`src/rtl/rom_fetch_arbiter.sv`:
```
// rom_fetch_arbiter: shares one SDRAM toggle-handshake read port between two
// CPU ROM fetch paths. Each CPU has a one-word cache. New requests stop, and
// the caches are flushed, while a ROM download is active.
module rom_fetch_arbiter #(
  parameter int unsigned      ADDR_W    = 15,
  parameter int unsigned      SD_AW     = 23,
  parameter logic [SD_AW-1:0] CPU1_BASE = 23'h00000,
  parameter logic [SD_AW-1:0] CPU2_BASE = 23'h08000
) (
  input  logic              clk_sys,
  input  logic              reset_n,
  input  logic              dl_active,
  input  logic              cpu1_cs,
  input  logic [ADDR_W-1:0] cpu1_addr,
  output logic [15:0]       cpu1_q,
  output logic              cpu1_valid,
  input  logic              cpu2_cs,
  input  logic [ADDR_W-1:0] cpu2_addr,
  output logic [15:0]       cpu2_q,
  output logic              cpu2_valid,
  output logic              sd_req,
  input  logic              sd_ack,
  output logic [SD_AW-1:0]  sd_addr,
  input  logic [15:0]       sd_q
);

  typedef enum logic {
    ST_IDLE = 1'b0,
    ST_WAIT = 1'b1
  } state_e;

  state_e              state_q, state_d;
  logic                sd_req_q, sd_req_d;
  logic [SD_AW-1:0]    sd_addr_q, sd_addr_d;
  // Grant encoding: 0 = CPU1, 1 = CPU2
  logic                last_grant_q, last_grant_d;
  logic                grant_q, grant_d;
  logic [ADDR_W-1:0]   pend_addr_q, pend_addr_d;
  logic                dl_seen_q, dl_seen_d;

  logic [ADDR_W-1:0]   tag1_q, tag1_d, tag2_q, tag2_d;
  logic [15:0]         data1_q, data1_d, data2_q, data2_d;
  logic                tv1_q, tv1_d, tv2_q, tv2_d;

  logic                hit1, hit2, miss1, miss2;
  logic                pick2;
  logic [ADDR_W-1:0]   pick_addr;
  logic                drop_fill;

  // Cache lookup: hits come combinationally from the registered tags.
  always_comb begin
    hit1  = cpu1_cs & tv1_q & (tag1_q == cpu1_addr) & ~dl_active;
    hit2  = cpu2_cs & tv2_q & (tag2_q == cpu2_addr) & ~dl_active;
    miss1 = cpu1_cs & ~hit1 & ~dl_active;
    miss2 = cpu2_cs & ~hit2 & ~dl_active;
  end

  // Round robin: CPU2 wins when it misses alone, or on a tie when CPU1 was granted last.
  always_comb begin
    pick2     = miss2 & (~miss1 | ~last_grant_q);
    pick_addr = pick2 ? cpu2_addr : cpu1_addr;
  end

  // Next-state logic for the request FSM and both cache lines.
  always_comb begin
    state_d      = state_q;
    sd_req_d     = sd_req_q;
    sd_addr_d    = sd_addr_q;
    last_grant_d = last_grant_q;
    grant_d      = grant_q;
    pend_addr_d  = pend_addr_q;
    dl_seen_d    = dl_seen_q;
    tag1_d       = tag1_q;
    tag2_d       = tag2_q;
    data1_d      = data1_q;
    data2_d      = data2_q;
    tv1_d        = tv1_q;
    tv2_d        = tv2_q;
    drop_fill    = dl_seen_q | dl_active;

    if (dl_active) begin
      tv1_d = 1'b0;
      tv2_d = 1'b0;
    end

    case (state_q)
      ST_IDLE: begin
        if (miss1 | miss2) begin
          sd_req_d     = ~sd_req_q;
          sd_addr_d    = (pick2 ? CPU2_BASE : CPU1_BASE) + SD_AW'(pick_addr);
          pend_addr_d  = pick_addr;
          grant_d      = pick2;
          last_grant_d = pick2;
          dl_seen_d    = 1'b0;
          state_d      = ST_WAIT;
        end
      end
      ST_WAIT: begin
        dl_seen_d = drop_fill;
        if (sd_ack == sd_req_q) begin
          state_d = ST_IDLE;
          // A download seen during the wait makes the returned word untrustworthy.
          if (!drop_fill) begin
            if (grant_q) begin
              data2_d = sd_q;
              tag2_d  = pend_addr_q;
              tv2_d   = 1'b1;
            end else begin
              data1_d = sd_q;
              tag1_d  = pend_addr_q;
              tv1_d   = 1'b1;
            end
          end
        end
      end
      default: state_d = ST_IDLE;
    endcase
  end

  // State register with asynchronous active-low reset.
  always_ff @(posedge clk_sys or negedge reset_n) begin
    if (!reset_n) begin
      state_q      <= ST_IDLE;
      sd_req_q     <= 1'b0;
      sd_addr_q    <= '0;
      last_grant_q <= 1'b1;
      grant_q      <= 1'b0;
      pend_addr_q  <= '0;
      dl_seen_q    <= 1'b0;
      tag1_q       <= '0;
      tag2_q       <= '0;
      data1_q      <= '0;
      data2_q      <= '0;
      tv1_q        <= 1'b0;
      tv2_q        <= 1'b0;
    end else begin
      state_q      <= state_d;
      sd_req_q     <= sd_req_d;
      sd_addr_q    <= sd_addr_d;
      last_grant_q <= last_grant_d;
      grant_q      <= grant_d;
      pend_addr_q  <= pend_addr_d;
      dl_seen_q    <= dl_seen_d;
      tag1_q       <= tag1_d;
      tag2_q       <= tag2_d;
      data1_q      <= data1_d;
      data2_q      <= data2_d;
      tv1_q        <= tv1_d;
      tv2_q        <= tv2_d;
    end
  end

  assign cpu1_q     = data1_q;
  assign cpu2_q     = data2_q;
  assign cpu1_valid = hit1;
  assign cpu2_valid = hit2;
  assign sd_req     = sd_req_q;
  assign sd_addr    = sd_addr_q;

endmodule
```
`config.mk`:
```
export PLATFORM = sky130hd
export DESIGN_NAME = rom_fetch_arbiter
export DESIGN_NICKNAME = d
export VERILOG_FILES = /design/src/rtl/rom_fetch_arbiter.sv
export SDC_FILE = /design/constraint.sdc
export NUM_CORES = 1
export LEC_CHECK = 0
export BUFFER_PORTS_ARGS = -buffer_cell sky130_fd_sc_hd__buf_2
export CORE_UTILIZATION = 25
export CTS_BUF_LIST = sky130_fd_sc_hd__clkbuf_8
export CTS_CLUSTER_SIZE = 20
export DETAILED_ROUTE_END_ITERATION = 6
export GPL_TIMING_DRIVEN = 0
export PLACE_DENSITY = 0.47
export SLEW_MARGIN = 40
export SYNTH_ARGS = -nofsm -noshare
export SYNTH_HDL_FRONTEND = slang
export SYNTH_SLANG_ARGS = --single-unit
```
`constraint.sdc`:
```
create_clock -name clk_sys -period 5.5 [get_ports clk_sys]
set_input_delay 0.55 -clock clk_sys [delete_from_list [all_inputs] [get_ports clk_sys]]
set_output_delay 0.55 -clock clk_sys [all_outputs]
set_load 0.01 [all_outputs]
```
# After elaboration in Yosys (flattened, before gate mapping)
# Cells that the tools add are included.
[classes]
add_sub_neg = 1
n_eq_ne = 4
n_mux = 17
n_bitwise = 23
reduce_logical = 3
[op_table]
columns = ["operator", "n"]
rows = [
  ["$eq A15 B15 Y1", 2],
  ["$add A16 B15 Y17", 1],
  ["$mux W16", 1],
  ["$mux W15", 1],
  ["$mux W1", 13],
  ["$and A1 B1 Y1", 11],
  ["$not A1 Y1", 9],
  ["$reduce_and A4 Y1", 2],
  ["$pmux W1 S2", 2],
  ["$or A1 B1 Y1", 3],
  ["$ne A2 B2 Y1 const B", 1],
  ["$reduce_and A2 Y1", 1],
  ["$eq A1 B1 Y1", 1],
]
[totals]
ff_bits = 107
in_bits = 52
output_inout_bits = 58
word_cells = 61

# Longest topological paths before layout
# Gate-level depths: netlist of run 1.
[logic_depth]
depth_word = 11
ltp_mapped = 8
ltp_nobuf = 6

# Worst setup path after synthesis of run 1
# OpenSTA, ideal clock, no wires.
[synth_timing]
path_kind = "input -> register"
start = "input port cpu2_addr[4]"
end = "register sd_addr_q[15] (netlist: sd_addr[15])"
setup_ps = 125
arrival_time_ps = 2418
required_ps = 5375
slack_ps = 2957
path_stages = 6
path_buffers = 1
path_cell_list = "xor2_1 or4_1 or4_1 a32o_1 buf_6 mux2_4"
[synth_between]
elab_chain_cells = 9
elab_cells_between_ends = 12
classes_between = "add/sub: 1; eq/ne: 1; mux: 2; bitwise: 7; reduce/logical: 1"
[synth_rtl]
columns = ["element", "line", "text"]
rows = [
  ["from (decl)", "18", "input logic [ADDR_W-1:0] cpu2_addr,"],
  ["$eq A15 B15 Y1", "53", "hit2 = cpu2_cs & tv2_q & (tag2_q == cpu2_addr) & ~dl_active;"],
  ["$and A1 B1 Y1 (2 in series)", "53", ""],
  ["$not A1 Y1", "55", "miss2 = cpu2_cs & ~hit2 & ~dl_active;"],
  ["$and A1 B1 Y1 (2 in series)", "55", ""],
  ["$and A1 B1 Y1", "60", "pick2 = miss2 & (~miss1 | ~last_grant_q);"],
  ["$mux W16 / $mux W15 (equally long branches)", "90, 61", ""],
  ["$add A16 B15 Y17", "90", "sd_addr_d = (pick2 ? CPU2_BASE : CPU1_BASE) + SD_AW'(pick_addr);"],
  ["to (signal assigned)", "139", "sd_addr_q <= sd_addr_d;"],
  ["to (decl)", "34", "logic [SD_AW-1:0] sd_addr_q, sd_addr_d;"],
]
# Several ways; a longest one is shown, not always the timed one.
# A chain may end at the register's enable or synchronous reset.

# Worst setup path in the final report of run 1
[layout_timing]
start = "register tag2_q[9]"
end = "output port cpu2_valid"
[layout_between]
elab_chain_cells = 3
[layout_rtl]
columns = ["element", "line", "text"]
rows = [
  ["from (decl)", "41", "logic [ADDR_W-1:0] tag1_q, tag1_d, tag2_q, tag2_d;"],
  ["from (signal assigned)", "145", "tag2_q <= tag2_d;"],
  ["$eq A15 B15 Y1", "53", ""],
  ["$and A1 B1 Y1 (2 in series)", "53", ""],
  ["to (decl)", "20", "output logic cpu2_valid,"],
]
# No other way between the ends.

==> flow_summary.json, run 1 <==
{
  "peakVddDrop_mv": 0.212,
  "regToRegSetupSlack_ns": 2.94,
  "path_class": "reg2out",
  "synth.most_common_cell": "dfrtp_1",
  "cp-end-kind": "output pin",
  "max_cap_violations": 0,
  "initial_core_util": 0.259,
  "ys_ff_latch": 84,
  "globalplace.congestion": 0.813,
  "worstHoldPathType": "in2async",
  "tns_ns": 0,
  "synth_edf_count": 0,
  "seq_power_share": 0.441,
  "r2r_cells": 7,
  "remaining_drc_errors": 0,
  "slew_headroom": 0.496,
  "antenna_found_initial": 0,
  "p_int_mw": 1.63,
  "p_switching_uw": 892,
  "post-route-period-util": 0.493,
  "drv_slew": 0,
  "critPathRequiredTime_ns": 4.95,
  "postLayoutCoreUtil": 0.328,
  "synth.distinct_cells": 33,
  "synthArstFlopShare": 1.00,
  "drt-initial-drc-count": 80,
  "drtAntennaViolNets": 0,
  "yosysTopAreaCellShare": 0.543,
  "syn_inst": 285,
  "place.port_buffers": 102,
  "cts.root.buffer_cell": "clkbuf_8",
  "p_clk_frac": 0.185,
  "status": "finished clean",
  "rows": 44,
  "fin_worst_skew_ns": 0.00653,
  "synth_flop_cell": "dfrtp_1",
  "rsz0062_at_grt": "false",
  "io_pins": 110,
  "wl_mm": 10.0,
  "fmax_mhz": 369,
  "power_frac_comb": 0.373,
  "viasPerCell": 4.40,
  "cts_buffer_depth": 2,
  "layoutNonFillerInstCount": 594,
  "tritoncts": "done",
  "cpPeakStageDelay_ns": 0.45,
  "grt_max_degree": 53,
  "synth.area.top_cells": "dfrtp_1 54%, mux2_2 18%, xor2_1 5.0%",
  "p_leak_nw": 2.22,
  "yosysTopAreaCell": "dfrtp_1",
  "synth_area_um2": 3830,
  "drive_gt1_frac": 0.510,
  "holdBufCountCts": 0,
  "r2r_start": "tag2_q[4]",
  "fill_cells": 1514,
  "clock_latency_ns": 0.37,
  "coreArea_um2": 14800,
  "dp_hpwl_mm": 7.48,
  "hold_ws_ns": 0.0639,
  "netlist_top_cells_count": "83 x dfrtp_1, 62 x mux2_2, 22 x xor2_1",
  "post-cts-setup-buffer-count": 0,
  "critPathMaxFanout": 2,
  "clkTransAtPathRegs_ns": 0.09,
  "powerDensity_nw_per_um2": 522,
  "cpMaxStageDelayCell": "or3b_2",
  "clkSinkCount": 84,
  "hold_violations": 0,
  "worstPathArrival_ns": 2.16,
  "wl_per_cell_um": 16.9,
  "ys_warn_count": 0,
  "cts_max_level": 3,
  "syn2layout_area_growth_pct": 26.3,
  "first_global_vias": 2796,
  "worst_slew_pin_slew_ns": 0.756,
  "die_area_um2": 15800,
  "final-setup-viol-count": 0,
  "period_needed_ns": 2.71,
  "cts_buffers": 9,
  "path_cells": "xnor2_1 > nand2_1 > or3b_2 > nor4_1 > buf_2",
  "via_count": 2614,
  "first_pass_iters": 4,
  "overflow": 0,
  "yosysSeqAreaShare": 0.550,
  "grt_first_pass_wirelength_mm": 15.8,
  "die_w_um": 126,
  "grtUsageTotal": 0.135,
  "switching_share": 0.354,
  "nets": 457,
  "die_y_um": 126,
  "post_cts_resize_count": 0,
  "r2r_end": "sd_addr[15]",
  "place_inst": 578,
  "setup.worst_path.start_class": "flip-flop",
  "synth.avg_cell_area_um2": 13.4,
  "diodes": 0
}
[how the worst max path moves through the flow]
stage / from / endpoint / slack, ns / depth (start not counted)
after floorplan: cpu2_addr[4] / sd_addr[15] / 2.96 / 6
after global placement: cpu2_addr[4] / sd_addr[15] / 2.66 / 8
after detailed placement: cpu2_addr[4] / sd_addr[15] / 2.67 / 8
after CTS: tag2_q[9] / cpu2_valid / 2.72 / 5
after global routing: tag2_q[9] / cpu2_valid / 2.64 / 5
final: tag2_q[9] / cpu2_valid / 2.79 / 5
[power groups by stage]
stage	Clock, mW	Sequential [mW]	Combinational (mW)
after CTS	0.496	1.12	0.966
after floorplan	0	1.18	0.513
final	0.467	1.11	0.942
after global routing	0.521	1.16	1.03
after detailed placement	0	1.13	0.964
after global placement	0	1.11	0.946
[through the flow]
step / cell area (um2) / worst slack (ns) / power, mW
3_3_place_gp: 4590 / 2.66 / 2.06
2_1_floorplan: 3850 / 2.96 / 1.69
3_5_place_dp: 4620 / 2.67 / 2.09
4_1_cts: 4840 / 2.72 / 2.58
5_1_grt: 4840 / 2.64 / 2.71
6_report: 4840 / 2.79 / 2.52
[critical path: cells and delay by family, from the launching register on]
| family | cells | cell delay, ns |
|---|---|---|
| buffers and inverters | 1 | 0.20 |
| AND/OR/NAND/NOR | 3 | 0.89 |
| XOR/XNOR | 1 | 0.30 |
| flip-flops | 1 | 0.40 |
[layer usage]
layer / up-vias / part of all wire / global-route usage
met3: 8 / 0.069 / 0.0531
met5: - / 0 / 0
met1: 1288 / 0.45 / 0.162
li1: 1229 / - / -
met2: 89 / 0.48 / 0.225
met4: 0 / 0.0082 / 0.0354
[layout make-up]
type	count	area, um2	share of cell area
well taps	184	230	0.0476
flip-flops and latches	84	2100	0.435
multi-input cells	185	1590	0.329
inverters	2	7.51	0.00155
clock buffers	11	151	0.0313
plain buffers	20	150	0.0310
repair buffers	103	544	0.113
clock inverters	5	60.1	0.0124
[sequential cells by signal, summed over array words and instances, names as in the netlist, 2 cells and up]
signal / count
cpu1_q: 16
tag2_q: 15
tag1_q: 15
sd_addr: 2
cpu2_q: 16
pend_addr_q: 14
[cells by family (layout without fill, tap and decap cells)]
logic type,Yosys count,after routing,synth area share
other,1,7,0.000980
AO/OA/AOI/OAI,21,21,0.0366
multiplexers,79,79,0.229
AND/OR/NAND/NOR,46,46,0.0690
XOR/XNOR,32,32,0.0732
buffers and inverters,22,141,0.0412
flip-flops,84,84,0.550
[cell usage in the layout (no fill, tap or decap), drive strengths merged, types with 2 or more instances in the layout]
cell type,instances
nand4,4
conb,7
clkbuf,16
a21o,2
mux2,64
buf,118
inv,2
nand2,3
clkinv,3
xor2,22
nor2,18
dfrtp,83
mux2i,15
nor4,9
a21oi,16
xnor2,10
or4,3
nand3b,2
Note: power is estimated with default switching activity, not from simulation.
==> run 2, diff against run 1 <==
==> constraint.sdc (replaced) <==
create_clock -name clk_sys -period 2.5 [get_ports clk_sys]
set_input_delay 0.25 -clock clk_sys [delete_from_list [all_inputs] [get_ports clk_sys]]
set_output_delay 0.25 -clock clk_sys [all_outputs]
set_load 0.01 [all_outputs]
==> run 2 against run 1 <==
Final cell count did not move. Combinational power is 120% higher. Core utilization increased by 0.22 points. Hold slack improved by 0.063 ns. Clock-buffer cell count unchanged. First-iteration DRC count fell by 3.8%. Final area rose by 0.67%. Clock skew is essentially flat. Clock power rose by 120%. Die area unchanged. Critical path type is now reg2reg. Largest cell class unchanged. Largest power group unchanged.
==> flow_summary.json, run 2 (synthesis results as in run 1) <==
{
  "viasPerCell": 4.42,
  "first_pass_iters": 4,
  "grtUsageTotal": 0.134,
  "final-setup-viol-count": 0,
  "wl_mm": 9.97,
  "period_needed_ns": 2.34,
  "worstPathArrival_ns": 2.60,
  "tritoncts": "done",
  "initial_core_util": 0.259,
  "diodes": 0,
  "clock_latency_ns": 0.36,
  "post-route-period-util": 0.935,
  "cts_max_level": 3,
  "via_count": 2627,
  "drv_slew": 0,
  "die_area_um2": 15800,
  "antenna_found_initial": 0,
  "hold_violations": 0,
  "io_pins": 110,
  "path_cells": "xor2_1 > or4_1 > or4_4 > a32o_1 > buf_6 > buf_8 > a21o_1",
  "path_class": "reg2reg",
  "critPathRequiredTime_ns": 2.76,
  "wl_per_cell_um": 16.8,
  "peakVddDrop_mv": 0.467,
  "tns_ns": 0,
  "overflow": 0,
  "syn2layout_area_growth_pct": 27.2,
  "first_global_vias": 2787,
  "globalplace.congestion": 0.813,
  "grt_max_degree": 53,
  "coreArea_um2": 14800,
  "cts_buffers": 9,
  "grtUsageMet3": 0.0531,
  "powerDensity_nw_per_um2": 1150,
  "drt-initial-drc-count": 77,
  "cp_num_buf_inv": 2,
  "clkSinkCount": 84,
  "rsz0062_at_grt": "false",
  "fmax_mhz": 428,
  "fin_worst_skew_ns": 0.00612,
  "worst_slew_pin_slew_ns": 0.739,
  "final_cell_area_um2": 4870,
  "cpMaxStageDelayCell": "or4_1",
  "max_cap_violations": 0,
  "die_y_um": 126,
  "grt_first_pass_wirelength_mm": 15.8,
  "dp_hpwl_mm": 7.48,
  "nets": 457,
  "multi_input_area_um2": 1610,
  "busiest_layer": "met2",
  "crit_family": "simple AND/OR/NAND/NOR gates",
  "slew_headroom": 0.507,
  "remaining_drc_errors": 0,
  "regArea_um2": 2100,
  "drive_gt1_frac": 0.527,
  "layout_commonest_cell": "buf_2",
  "clkTransAtPathRegs_ns": 0.09,
  "p_leak_nw": 2.24,
  "place.port_buffers": 102,
  "setup.worst_path.start_class": "flip-flop",
  "cp-end-kind": "flip-flop",
  "cts.root.buffer_cell": "clkbuf_8",
  "cts_buffer_depth": 2,
  "die_w_um": 126,
  "worstHoldPathType": "in2reg",
  "post-cts-setup-buffer-count": 0,
  "gr-usage-met2": 0.223,
  "dpl_cell_area_um2": 4620,
  "critPathMaxFanout": 10,
  "rows": 44,
  "status": "finished clean",
  "drtAntennaViolNets": 0,
  "postLayoutCoreUtil": 0.330,
  "fill_cells": 1513,
  "mostFrequentLayoutCells": "101 x buf_2, 83 x dfrtp_1, 62 x mux2_2",
  "grtUsageMet1": 0.162,
  "cpPeakStageDelay_ns": 0.53
}
==> run 2: worst reg2reg max path, delay by kind of cell, from the launching register on <==
family	cells	cell delay, ns
simple gates	2	0.97
compound gates	2	0.41
flops	1	0.39
buf+inv	2	0.31
xor+xnor	1	0.15
==> run 2: where the power goes <==
group	switching, mW	internal (mW)
registers	0.438	2.02
logic	1.03	1.07
clock network	0.510	0.518
total	1.98	3.60
==> run 2: worst paths after layout <==
kind	start	to	slack, ns	cells past startpoint
setup / recovery	tag2_q[5]	state_q	0.16	7
hold / removal	sd_q[12]	cpu1_q[12]	0.13	2
setup reg to reg	tag2_q[5]	state_q	0.16	7
hold reg to reg	cpu1_q[13]	cpu1_q[13]	0.51	1
max in group asynchronous	reset_n	last_grant_q	1.57	3
min in group asynchronous	reset_n	pend_addr_q[10]	0.33	2
==> run 2: per-stage QoR <==
stage	std cells	hold slack, ns	setup WS (ns)	total power [mW]
final	594	0.127	0.164	5.58
after global routing	594	0.0969	0.0398	5.99
after CTS	594	0.0922	0.0167	5.68
after detailed placement	578	0.167	-0.0262	4.60
after global placement	577	0.468	-0.0408	4.53
after floorplan	291	-0.0456	0.151	3.72
==> run 2: timing repair <==
action,4_1_cts,5_1_grt
gates resized for setup,3,9
hold buffers,1,0
pin swaps,1,2
cloned,0,0
endpoints found under the setup margin,25,33
endpoints found under the hold margin,32,0
==> run 2: metal layers <==
metal  up-vias  share of wire
li1       1230              -
met1      1275           0.44
met2       110           0.48
met3        12          0.074
met4         0          0.014
met5         -              0
==> run 2: layout make-up <==
type	instances	area share
timing repair buffer	104	0.114
clock inverter	5	0.0123
inverter	2	0.00154
sequential	84	0.432
tap	184	0.0473
clock buffer	11	0.0311
multi-input combinational	185	0.331
buffer	19	0.0308
